## src/rtl/hazard_scoreboard_pkg.sv

```systemverilog
// rtl/hazard_scoreboard_pkg.sv - shared forward-select encodings, tag constants and multiply FSM states
package hazard_scoreboard_pkg;

  localparam int REG_ADDR_W_DEF = 5;
  localparam int REG_ZERO       = 0;

  localparam logic [1:0] FWD_RF  = 2'b00;
  localparam logic [1:0] FWD_WB  = 2'b01;
  localparam logic [1:0] FWD_MEM = 2'b10;

  typedef enum logic {
    MULT_IDLE = 1'b0,
    MULT_BUSY = 1'b1
  } multState_t;

endpackage

```

## src/rtl/hazard_scoreboard_stage_reg.sv

```systemverilog
// rtl/hazard_scoreboard_stage_reg.sv - tracking register with synchronous reset, enable and clear
module hz_stage_reg #(
  parameter int WIDTH = 8
) (
  input  logic             clk,
  input  logic             reset,
  input  logic             en,
  input  logic             clr,
  input  logic [WIDTH-1:0] d,
  output logic [WIDTH-1:0] q
);

  // Clear wins over enable so a bubble can be inserted even while holding.
  always_ff @(posedge clk) begin
    if (reset || clr) begin
      q <= '0;
    end else if (en) begin
      q <= d;
    end
  end

endmodule

```

## src/rtl/hazard_scoreboard.sv

```systemverilog
// rtl/hazard_scoreboard.sv - E/M/W tag tracking, D/E forwarding selects, stalls/flush and multiply occupancy
module hazard_scoreboard
  import hazard_scoreboard_pkg::*;
#(
  parameter int REG_ADDR_W  = REG_ADDR_W_DEF,
  parameter int MULT_CYCLES = 4
) (
  input  logic                  clk,
  input  logic                  reset,
  input  logic [REG_ADDR_W-1:0] RsD,
  input  logic [REG_ADDR_W-1:0] RtD,
  input  logic [REG_ADDR_W-1:0] WriteRegD,
  input  logic                  RegWriteD,
  input  logic                  MemtoRegD,
  input  logic                  BranchD,
  input  logic                  MultD,
  output logic                  ForwardAD,
  output logic                  ForwardBD,
  output logic [1:0]            ForwardAE,
  output logic [1:0]            ForwardBE,
  output logic                  StallF,
  output logic                  StallD,
  output logic                  FlushE
);

  localparam int CNT_W = (MULT_CYCLES > 1) ? $clog2(MULT_CYCLES) : 1;
  localparam int E_W   = 3 * REG_ADDR_W + 3;
  localparam int M_W   = REG_ADDR_W + 2;
  localparam int W_W   = REG_ADDR_W + 1;
  localparam logic [REG_ADDR_W-1:0] ZERO_TAG = REG_ADDR_W'(REG_ZERO);

  logic [REG_ADDR_W-1:0] RsE, RtE, WriteRegE, WriteRegM, WriteRegW;
  logic                  RegWriteE, MemtoRegE, MultE;
  logic                  RegWriteM, MemtoRegM, RegWriteW;

  logic [E_W-1:0] eIn, eOut;
  logic [M_W-1:0] mIn, mOut;
  logic [W_W-1:0] wIn, wOut;

  multState_t       state, stateNext;
  logic [CNT_W-1:0] cnt, cntNext;
  logic             busy, eLoad, lwStall, branchStall, stallAny;

  // A source tag of r0 never creates a dependency.
  function automatic logic tagHit(input logic [REG_ADDR_W-1:0] src,
                                  input logic [REG_ADDR_W-1:0] dst);
    return (src != ZERO_TAG) && (src == dst);
  endfunction

  assign eIn = {RsD, RtD, WriteRegD, RegWriteD, MemtoRegD, MultD};
  assign {RsE, RtE, WriteRegE, RegWriteE, MemtoRegE, MultE} = eOut;
  assign mIn = {WriteRegE, RegWriteE, MemtoRegE};
  assign {WriteRegM, RegWriteM, MemtoRegM} = mOut;
  assign wIn = {WriteRegM, RegWriteM};
  assign {WriteRegW, RegWriteW} = wOut;

  hz_stage_reg #(.WIDTH(E_W)) uStageE (
    .clk(clk), .reset(reset), .en(!busy), .clr(FlushE), .d(eIn), .q(eOut)
  );

  // While the multiplier holds E, M receives bubbles.
  hz_stage_reg #(.WIDTH(M_W)) uStageM (
    .clk(clk), .reset(reset), .en(1'b1), .clr(busy), .d(mIn), .q(mOut)
  );

  hz_stage_reg #(.WIDTH(W_W)) uStageW (
    .clk(clk), .reset(reset), .en(1'b1), .clr(1'b0), .d(wIn), .q(wOut)
  );

  assign busy  = (state == MULT_BUSY) && MultE;
  assign eLoad = !busy && !FlushE;

  always_ff @(posedge clk) begin
    if (reset) begin
      state <= MULT_IDLE;
      cnt   <= '0;
    end else begin
      state <= stateNext;
      cnt   <= cntNext;
    end
  end

  // The load cycle counts as the first of MULT_CYCLES spent in E.
  always_comb begin
    stateNext = state;
    cntNext   = cnt;
    case (state)
      MULT_IDLE: begin
        if (eLoad && MultD && (MULT_CYCLES > 1)) begin
          stateNext = MULT_BUSY;
          cntNext   = CNT_W'(MULT_CYCLES - 1);
        end
      end
      MULT_BUSY: begin
        cntNext = cnt - CNT_W'(1);
        if (cnt == CNT_W'(1)) begin
          stateNext = MULT_IDLE;
        end
      end
      default: begin
        stateNext = MULT_IDLE;
        cntNext   = '0;
      end
    endcase
  end

  assign ForwardAD = RegWriteM && tagHit(RsD, WriteRegM);
  assign ForwardBD = RegWriteM && tagHit(RtD, WriteRegM);

  always_comb begin
    ForwardAE = FWD_RF;
    if (RegWriteM && tagHit(RsE, WriteRegM)) begin
      ForwardAE = FWD_MEM;
    end else if (RegWriteW && tagHit(RsE, WriteRegW)) begin
      ForwardAE = FWD_WB;
    end
  end

  always_comb begin
    ForwardBE = FWD_RF;
    if (RegWriteM && tagHit(RtE, WriteRegM)) begin
      ForwardBE = FWD_MEM;
    end else if (RegWriteW && tagHit(RtE, WriteRegW)) begin
      ForwardBE = FWD_WB;
    end
  end

  assign lwStall = MemtoRegE && tagHit(RtE, RsD | ZERO_TAG) && (RtE == RsD)
                 || MemtoRegE && tagHit(RtE, RtD);

  assign branchStall = BranchD &&
                       ((RegWriteE && (tagHit(RsD, WriteRegE) || tagHit(RtD, WriteRegE))) ||
                        (MemtoRegM && (tagHit(RsD, WriteRegM) || tagHit(RtD, WriteRegM))));

  assign stallAny = lwStall || branchStall;

  // A busy multiplier holds F/D and E without inserting a bubble.
  assign StallF = busy || stallAny;
  assign StallD = busy || stallAny;
  assign FlushE = !busy && stallAny;

endmodule

```

## config.mk

```make
export PLATFORM = sky130hd
export DESIGN_NAME = hazard_scoreboard
export DESIGN_NICKNAME = d
export VERILOG_FILES = /design/src/rtl/hazard_scoreboard_pkg.sv /design/src/rtl/hazard_scoreboard_stage_reg.sv /design/src/rtl/hazard_scoreboard.sv
export SDC_FILE = /design/constraint.sdc
export NUM_CORES = 1
export LEC_CHECK = 0
export CAP_MARGIN = 5
export CORE_UTILIZATION = 56
export CTS_BUF_LIST = sky130_fd_sc_hd__clkbuf_8
export DETAILED_ROUTE_END_ITERATION = 8
export PLACE_DENSITY = 0.89
export SYNTH_ARGS = -nofsm -noshare
export SYNTH_HDL_FRONTEND = slang
export SYNTH_SLANG_ARGS = --single-unit
```

## constraint.sdc

```tcl
create_clock -name clk -period 2.76 [get_ports clk]
set_input_delay 0.552 -clock clk [delete_from_list [all_inputs] [get_ports clk]]
set_output_delay 0.552 -clock clk [all_outputs]
set_load 0.01 [all_outputs]
```

# Word level (Yosys, flattened, before mapping)
# Cells that the tools add are included.
[totals] inputBits=21 reg_bits=34 out_inout_bits=9
[classes] eq_ne=12 addsub=1 n_reduce_logical=40 n_bitwise=1 muxes=9
[ops] cell="$eq 5x5->1" n=10
[ops] cell="$logic_and 1x1->1" n=26
[ops] cell="$reduce_bool 5->1" n=4
[ops] cell="$logic_or 1x1->1" n=8
[ops] cell="$mux 2" n=3
[ops] cell="$mux 1" n=4
[ops] cell="$pmux 2 s2" n=1
[ops] cell="$eq 2x1->1 const B" n=1
[ops] cell="$logic_not 1->1" n=2
[ops] cell="$ne 2x2->1 const B" n=1
[ops] cell="$pmux 1 s2" n=1
[ops] cell="$sub 2x1->2 const B" n=1
[ops] cell="$not 1->1" n=1

# Depth between registers and ports, before layout
# Gate-level depths: netlist (run 1).
[depth] word_depth=13 mapped_depth=8

# Hierarchy
# A second synthesis (run 1) with hierarchy kept.
[unflattened] cells_unflattened=222 area_unflattened_um2=1994.4
[by_module_without_submodules] mod="hazard_scoreboard" n_inst=1 cells_each=118 area_each_um2=859.6 seq_area_each_um2=60.1
[by_module_without_submodules] mod="hz_stage_reg (uStageE)" n_inst=1 cells_each=59 area_each_um2=663.1 seq_area_each_um2=360.3
[by_module_without_submodules] mod="hz_stage_reg (uStageM)" n_inst=1 cells_each=24 area_each_um2=252.7 seq_area_each_um2=140.1
[by_module_without_submodules] mod="hz_stage_reg (uStageW)" n_inst=1 cells_each=21 area_each_um2=219.0 seq_area_each_um2=120.1

# Least setup slack after synthesis (run 1)
# OpenSTA, ideal clock, no wires.
[synth_path] path_type="input port to output port" startpoint="in RtD[1]" endpoint="out StallF" stages=6 required_time_ns=2.208 arrival_time_ns=1.928 path_slack_ns=0.280 path_cell_list="or4_1 -> nor2_2 -> nor4_1 -> o211ai_2 -> nand4_1 -> buf_4"
[synth_between] elab_chain_cells=8 elab_cells_between_ends=17 classes_between="eq/ne (3); reduce/logical (14)"
[synth_lines] element="start: declaration" line_no="hazard_scoreboard.sv:11" text="input logic [REG_ADDR_W-1:0] RtD,"
[synth_lines] element="$eq 5x5->1 or $reduce_bool 5->1 (tied branches)" line_no="hazard_scoreboard.sv:47" text="return (src != ZERO_TAG) && (src == dst);"
[synth_lines] element="$logic_and 1x1->1" line_no="hazard_scoreboard.sv:47"
[synth_lines] element="$logic_or 1x1->1 (on tied branches)" line_no="hazard_scoreboard.sv:132, hazard_scoreboard.sv:133"
[synth_lines] element="$logic_and 1x1->1 (on tied branches)" line_no="hazard_scoreboard.sv:132, hazard_scoreboard.sv:133"
[synth_lines] element="$logic_or 1x1->1" line_no="hazard_scoreboard.sv:132" text="((RegWriteE && (tagHit(RsD, WriteRegE) || tagHit(RtD, WriteRegE))) ||"
[synth_lines] element="$logic_and 1x1->1" line_no="hazard_scoreboard.sv:131" text="assign branchStall = BranchD &&"
[synth_lines] element="$logic_or 1x1->1 (*)" line_no="hazard_scoreboard.sv:135" text="assign stallAny = lwStall || branchStall;"
[synth_lines] element="$logic_or 1x1->1 (*)"
[synth_lines] element="end: declaration" line_no="hazard_scoreboard.sv:21" text="output logic StallF,"
# Every way passes the cells marked *; elsewhere a longest branch is shown, timed or not.

# Final worst setup path (run 1)
[layout_path] startpoint="in RtD[3]" endpoint="out FlushE"
[layout_between] elab_chain_cells=8 elab_cells_between_ends=17 classes_between="eq/ne (3); reduce/logical (14)"
[layout_lines] element="$eq 5x5->1 or $reduce_bool 5->1 (tied branches)" line_no="hazard_scoreboard.sv:47"
[layout_lines] element="$logic_and 1x1->1" line_no="hazard_scoreboard.sv:47"
[layout_lines] element="$logic_or 1x1->1 (on tied branches)" line_no="hazard_scoreboard.sv:132, hazard_scoreboard.sv:133"
[layout_lines] element="$logic_and 1x1->1 (on tied branches)" line_no="hazard_scoreboard.sv:132, hazard_scoreboard.sv:133"
[layout_lines] element="$logic_or 1x1->1" line_no="hazard_scoreboard.sv:132"
[layout_lines] element="$logic_and 1x1->1" line_no="hazard_scoreboard.sv:131"
[layout_lines] element="$logic_or 1x1->1 (*)" line_no="hazard_scoreboard.sv:135"
[layout_lines] element="$logic_and 1x1->1 (*)" line_no="hazard_scoreboard.sv:140" text="assign FlushE = !busy && stallAny;"
[layout_lines] element="end: declaration" line_no="hazard_scoreboard.sv:23" text="output logic FlushE"
# Marked as above.

==> impl_metrics.py, run 1 <==
metrics = {
    "timing": {
        "worst_pin_slew_ns": 0.591,
        "fin_crit_ns": 2.75,
        "fin_crit_sh_pct": 99.7,
        "finalClockSkew_ns": 0.00342,
        "rsz0062_at_grt": "yes",
        "setup_viol": 0,
        "relSlewSlack_pct": 60.3,
        "hold_viol": 0,
        "fmax_mhz": 364,
        "slew_violations": 0,
        "fin_hold_ws_ns": 0.480,
    },
    "clock_network": {
        "path_clk_slew_ns": 0.07,
        "tritoncts": "yes",
        "root_buffer": "clkbuf_8",
        "clk_latency_ns": 0.29,
        "numCtsBuffers": 5,
        "cts_hold_buf": 0,
        "cts.path.max_buffers": 2,
        "cts_sinks": 34,
        "h-tree-depth": 2,
    },
    "routing": {
        "drc": 0,
        "via_per_inst": 5.71,
        "detail_route.wirelength_mm": 5.36,
        "drtIter0Drc": 86,
        "dr.pass1.iters": 4,
        "wl_per_cell_um": 17.1,
        "vias": 1788,
        "postRouteAntennaNets": 0,
    },
    "layout": {
        "multi_input_comb_area_um2": 1240,
        "final_layout_size_suffix_gt1_share_pct": 27.7,
        "postLayoutCoreUtil_pct": 78.4,
        "final_nets": 288,
        "area_delta_synth_final_pct": 32.3,
        "regArea_um2": 681,
        "stdcell_count": 313,
        "design_area_um2": 2660,
        "insertedDiodeCount": 0,
        "fillers": 217,
    },
    "placement": {
        "dpl.cell_count": 299,
        "io_buffers": 29,
        "place_area_um2": 2430,
        "gp_congestion": 0.872,
        "dpl.hpwl_mm": 3.43,
    },
    "power": {
        "vdd_drop_max_v": 0.000381,
        "totalPowerFinal_w": 0.00142,
        "p_leak_nw": 1.03,
        "p_per_area_nw_per_um2": 533,
    },
    "worst_hold_path": {
        "min_delay_path_depth": 1,
        "min_from": "uStageE.q[1]",
        "min_to": "uStageM.q[0]",
        "min_path_type": "reg2reg",
    },
    "yosys": {
        "synth_most_common_cell": "dfxtp_1",
        "synth_edf_count": 0,
        "synth_largest_area_cell": "dfxtp_1",
        "yosysSeqAreaShare_pct": 33.9,
        "async_reset_ff_share_pct": 0,
        "yosysUniqueCellTypes": 28,
        "synth_cells": 223,
        "synth_compound_area_share_pct": 14.8,
        "ys_seq_elements": 34,
        "syn_area_um2": 2010,
        "synthSimpleGateAreaFrac_pct": 20.7,
        "yosys_warnings": 0,
        "synth_top_family_by_area": "XOR/XNOR gates",
        "synthXorXnorAreaFrac_pct": 21.8,
        "synthMuxAreaShare_pct": 0,
        "avgSynthCellArea_um2": 9.01,
        "syn-num-nets": 245,
        "synthTopCellsByCount": "dfxtp_1 (34), xnor2_1 (32), nand3_1 (24), inv_1 (19)",
        "synth_top_flop_cell": "dfxtp_1",
        "synth_area_leaders": "dfxtp_1 (34%), xnor2_1 (14%), o32ai_2 (8.1%)",
        "yosys.area.top_type_share_pct": 33.9,
        "yosys.area_share.adder_pct": 0.623,
    },
    "global_routing": {
        "first_global_vias": 1713,
        "antenna_found_initial": 0,
        "grt_remaining_overflow": 0,
        "grt_max_degree": 28,
        "grt_use_total_pct": 32.0,
        "grt_pass1_wl_mm": 8.47,
    },
    "critical_path": {
        "crit_type": "in2out",
        "r2r-end": "uStageE.q[7]",
        "reg2reg_from": "uStageM.q[4]",
        "critPathCaptureType": "output pin",
        "required_ns": 2.21,
        "rrSetupSlack_ns": 0.56,
        "worstPathArrival_ns": 2.20,
        "critPathLaunchType": "input port",
        "reg2reg_depth": 9,
        "cp_max_fo": 2,
    },
    "floorplanning": {
        "ios": 30,
        "die_x_um": 61.9,
        "core_um2": 3390,
        "dieArea_um2": 3830,
        "die_height_um": 61.9,
        "start_util_pct": 59.3,
        "rows": 21,
    },
    "job": {
        "drv_cap": 0,
    },
    "outcome": {
        "outcome": "finished clean",
    },
}
## layout by cell type, fill, tap and decap left out
cell type / count
o32ai_2: 10
nand3_1: 24
nor2_2: 1
buf_6: 2
clkbuf_8: 6
clkbuf_2: 6
xor2_1: 18
bufinv_16: 2
xnor2_1: 32
nor2_4: 2
dlygate4sd2_1: 3
ha_1: 1
or4_4: 2
a311oi_2: 1
o211ai_2: 2
nand3_4: 1
o32ai_1: 8
nor3_2: 1
clkdlybuf4s15_1: 1
buf_2: 3
clkdlybuf4s50_1: 15
nor4_1: 2
inv_1: 19
a211o_1: 1
nor2_1: 3
and2_4: 1
nand4_1: 7
nor4_2: 4
dfxtp_1: 34
nand4_2: 1
clkinv_1: 1
nand2_1: 5
nor2b_1: 6
a21oi_1: 3
nor4_4: 2
buf_4: 27
nor3_1: 1
and2_1: 9
## cells by family (layout without fill, tap and decap cells)
kind of cell	after synthesis	in the layout
compound gates	25	25
xor+xnor	50	50
fa+ha+maj	1	1
buf+inv	41	85
flops	34	34
simple gates	72	72
## repair_timing
item,in CTS,in global routing
buffers inserted,6,0
resized for setup,40,16
pin swaps,13,7
endpoints found under the setup margin,5,8
## sequential cells by signal, summed over array words and instances (netlist names)
register   flops
state          1
uStageE.q     18
uStageW.q      6
uStageM.q      7
cnt            2
## area by class of cell
class	count	area share [%]
Tap cell	46	2.17
Clock buffer	6	3.11
Multi-Input combinational cell	148	46.8
Timing Repair Buffer	57	17.2
Sequential cell	34	25.6
Clock inverter	2	2.26
Inverter	20	2.82
## through the flow
stage / TNS (ns) / setup slack (ns)
finish: 0 / 0.00948
detailed placement: -2.34 / -0.570
CTS: 0 / 0.00415
global placement: -2.16 / -0.522
global route: -0.0277 / -0.0277
floorplan: 0 / 0.280
## how the worst max path moves through the flow
stage          startpoint  slack (ns)     end
2_1_floorplan      RtD[1]        0.28  StallF
3_3_place_gp       RtD[2]       -0.52  FlushE
3_5_place_dp       RsD[4]       -0.57  FlushE
4_1_cts            RtD[1]       0.004  FlushE
5_1_grt            RtD[3]       -0.03  FlushE
6_report           RtD[3]       0.009  FlushE
## report_power, final
part	switching, W	internal (W)	total [W]
combinational	0.000142	0.000132	0.000274
sequential	0.0000452	0.000525	0.000570
clock	0.000186	0.000385	0.000571
total	0.000373	0.00104	0.00142
## worst max-delay path, cell delays in order
cell	delay, ns
clkdlybuf4s15_1	0.19
or4_4	0.50
nor2_4	0.17
nor4_4	0.06
o211ai_2	0.22
buf_4	0.16
nand3_4	0.07
and2_4	0.16
buf_6	0.11
## per-layer routing
| layer | wire length (µm) | track usage [%] |
|---|---|---|
| met5 | 0 | 0 |
| met4 | 296 | 19.0 |
| met3 | 296 | 7.66 |
| met2 | 2720 | 52.4 |
| met1 | 2050 | 38.2 |
Note: power is estimated with default switching activity, not from simulation.
==> run 2, diff against run 1 <==
--- a/config.mk
+++ b/config.mk
@@ -9,6 +9,7 @@
 export CORE_UTILIZATION = 56
 export CTS_BUF_LIST = sky130_fd_sc_hd__clkbuf_8
 export DETAILED_ROUTE_END_ITERATION = 8
+export GPL_TIMING_DRIVEN = 0
 export PLACE_DENSITY = 0.89
 export SYNTH_ARGS = -nofsm -noshare
 export SYNTH_HDL_FRONTEND = slang
==> run 2 against run 1 <==
Net effect: the flow now finishes with violations (negative setup slack); critical endpoint unchanged; utilization is 4.0 points lower; setup slack got worse by 0.046 ns; maximum frequency fell by 1.6%; sequential share of layout area up 1.5 points; register-to-register slack better by 0.11 ns; highest routed layer unchanged; power decreased by 11%.
==> impl_metrics.py, run 2 (same netlist as run 1, synthesis figures left out) <==
metrics = {
    "timing": {
        "worst_pin_slew_ns": 0.690,
        "rsz0062_at_grt": "yes",
        "fmax_mhz": 358,
        "fin_hold_ws_ns": 0.498,
        "setup_viol": 1,
        "setup_tns_ns": -0.0365,
        "setup_ws_ns": -0.0365,
        "hold_viol": 0,
        "relSlewSlack_pct": 54.0,
        "fin_crit_sh_pct": 101,
        "finalClockSkew_ns": 0.00385,
        "fin_crit_ns": 2.80,
        "slew_violations": 0,
    },
    "critical_path": {
        "required_ns": 2.21,
        "crit_chain": "buf_8, or4_4, nor2_4, buf_6, nor4_4, o211ai_2, buf_4, nand3_4, and2_4, buf_6",
        "cp_num_buf_inv": 4,
        "crit_slowest_cell": "or4_4",
        "cp_max_fo": 5,
        "crit_family": "simple AND/OR/NAND/NOR gates",
        "cpPeakStageDelay_ns": 0.54,
        "critPathLaunchType": "input port",
        "cp.depth": 10,
        "worstPathArrival_ns": 2.24,
        "critPathCaptureType": "output pin",
        "cp_common_cell": "buf_6",
        "crit_type": "in2out",
        "rrSetupSlack_ns": 0.67,
        "reg2reg_depth": 9,
    },
    "floorplanning": {
        "dieArea_um2": 3830,
        "rows": 21,
        "start_util_pct": 59.3,
        "die_height_um": 61.9,
        "core_um2": 3390,
        "ios": 30,
        "die_x_um": 61.9,
    },
    "routing": {
        "drc": 0,
        "vias": 1756,
        "detail_route.wirelength_mm": 5.29,
        "dr.pass1.iters": 4,
        "drtIter0Drc": 122,
        "postRouteAntennaNets": 0,
        "via_per_inst": 5.83,
        "wl_per_cell_um": 17.6,
    },
    "placement": {
        "gp_congestion": 0.912,
        "dpl.cell_count": 295,
        "place_ws_ns": -0.844,
        "dpl.hpwl_mm": 3.48,
        "io_buffers": 26,
    },
    "global_routing": {
        "gr-usage-met1_pct": 33.4,
        "met2_usage_pct": 50.8,
        "grt_max_degree": 11,
        "grt_use_total_pct": 29.4,
        "use_met3_pct": 8.28,
        "grt-busiest-layer": "met2",
        "grt_pass1_wl_mm": 7.76,
        "antenna_found_initial": 0,
        "grt_remaining_overflow": 0,
        "first_global_vias": 1597,
    },
    "clock_network": {
        "numCtsBuffers": 5,
        "h-tree-depth": 2,
        "cts.path.max_buffers": 2,
        "tritoncts": "yes",
        "cts_sinks": 34,
        "root_buffer": "clkbuf_8",
        "clk_latency_ns": 0.30,
        "path_clk_slew_ns": 0.07,
    },
    "layout": {
        "insertedDiodeCount": 0,
        "reg_top3": "uStageE.q x18, uStageM.q x7, uStageW.q x6",
        "largest_reg_flops": 18,
        "area_delta_synth_final_pct": 25.5,
        "final_nets": 276,
        "fillers": 233,
        "layout_common_cells": "xnor2_1 (32), dfxtp_1 (32), nand3_1 (24)",
        "regMostFlops": "uStageE.q",
        "stdcell_count": 301,
        "final_layout_size_suffix_gt1_share_pct": 21.6,
        "postLayoutCoreUtil_pct": 74.4,
    },
    "worst_hold_path": {
        "min_delay_path_depth": 1,
        "min_path_type": "reg2reg",
    },
    "power": {
        "vdd_drop_max_v": 0.000507,
        "p_per_area_nw_per_um2": 501,
        "p_leak_nw": 0.946,
    },
    "outcome": {
        "outcome": "complete, but fails checks",
        "violations": "negative setup slack",
    },
    "job": {
        "drv_cap": 0,
    },
}
-- run 2: metal layers --
layer,share of wire [%],wire [µm]
met5,0,0
met4,2.4,127
met3,5.8,308
met2,52,2720
met1,40,2130
-- run 2: final timing paths --
check               startpoint       endpoint
setup / recovery        RtD[1]         FlushE
hold / removal    uStageE.q[1]   uStageM.q[0]
setup reg to reg  uStageM.q[2]  uStageE.q[15]
hold reg to reg   uStageE.q[1]   uStageM.q[0]
-- run 2: repair_timing --
item / 4_1_cts / 5_1_grt
buffers inserted: 6 / 3
setup endpoints to repair: 7 / 7
gates resized for setup: 48 / 28
endpoints found under the hold margin: 0 / 0
pin swaps: 8 / 7
hold buffers: 0 / 0
-- run 2: area by class of cell --
| class | count | area (µm²) | area share, % |
|---|---|---|---|
| multi-input cells | 148 | 1240 | 49.0 |
| flip-flops and latches | 34 | 683 | 27.1 |
| repair buffers | 34 | 309 | 12.3 |
| clock buffers | 8 | 110 | 4.37 |
| inverters | 20 | 75.1 | 2.98 |
| well taps | 46 | 57.6 | 2.28 |
| plain buffers | 11 | 51.3 | 2.03 |
-- run 2: report_power, final --
group	leakage [nW]	internal [W]	switching, W
registers	0.282	0.000526	0.0000459
clock network	0.0575	0.000252	0.000184
logic	0.607	0.000120	0.000137
total	0.946	0.000897	0.000367
-- run 2: stage by stage --
step / power, W / instance area (µm²)
2_1_floorplan: 0.000736 / 2010
6_report: 0.00126 / 2520
3_5_place_dp: 0.000822 / 2330
4_1_cts: 0.00125 / 2460
3_3_place_gp: 0.000811 / 2330
5_1_grt: 0.00131 / 2520
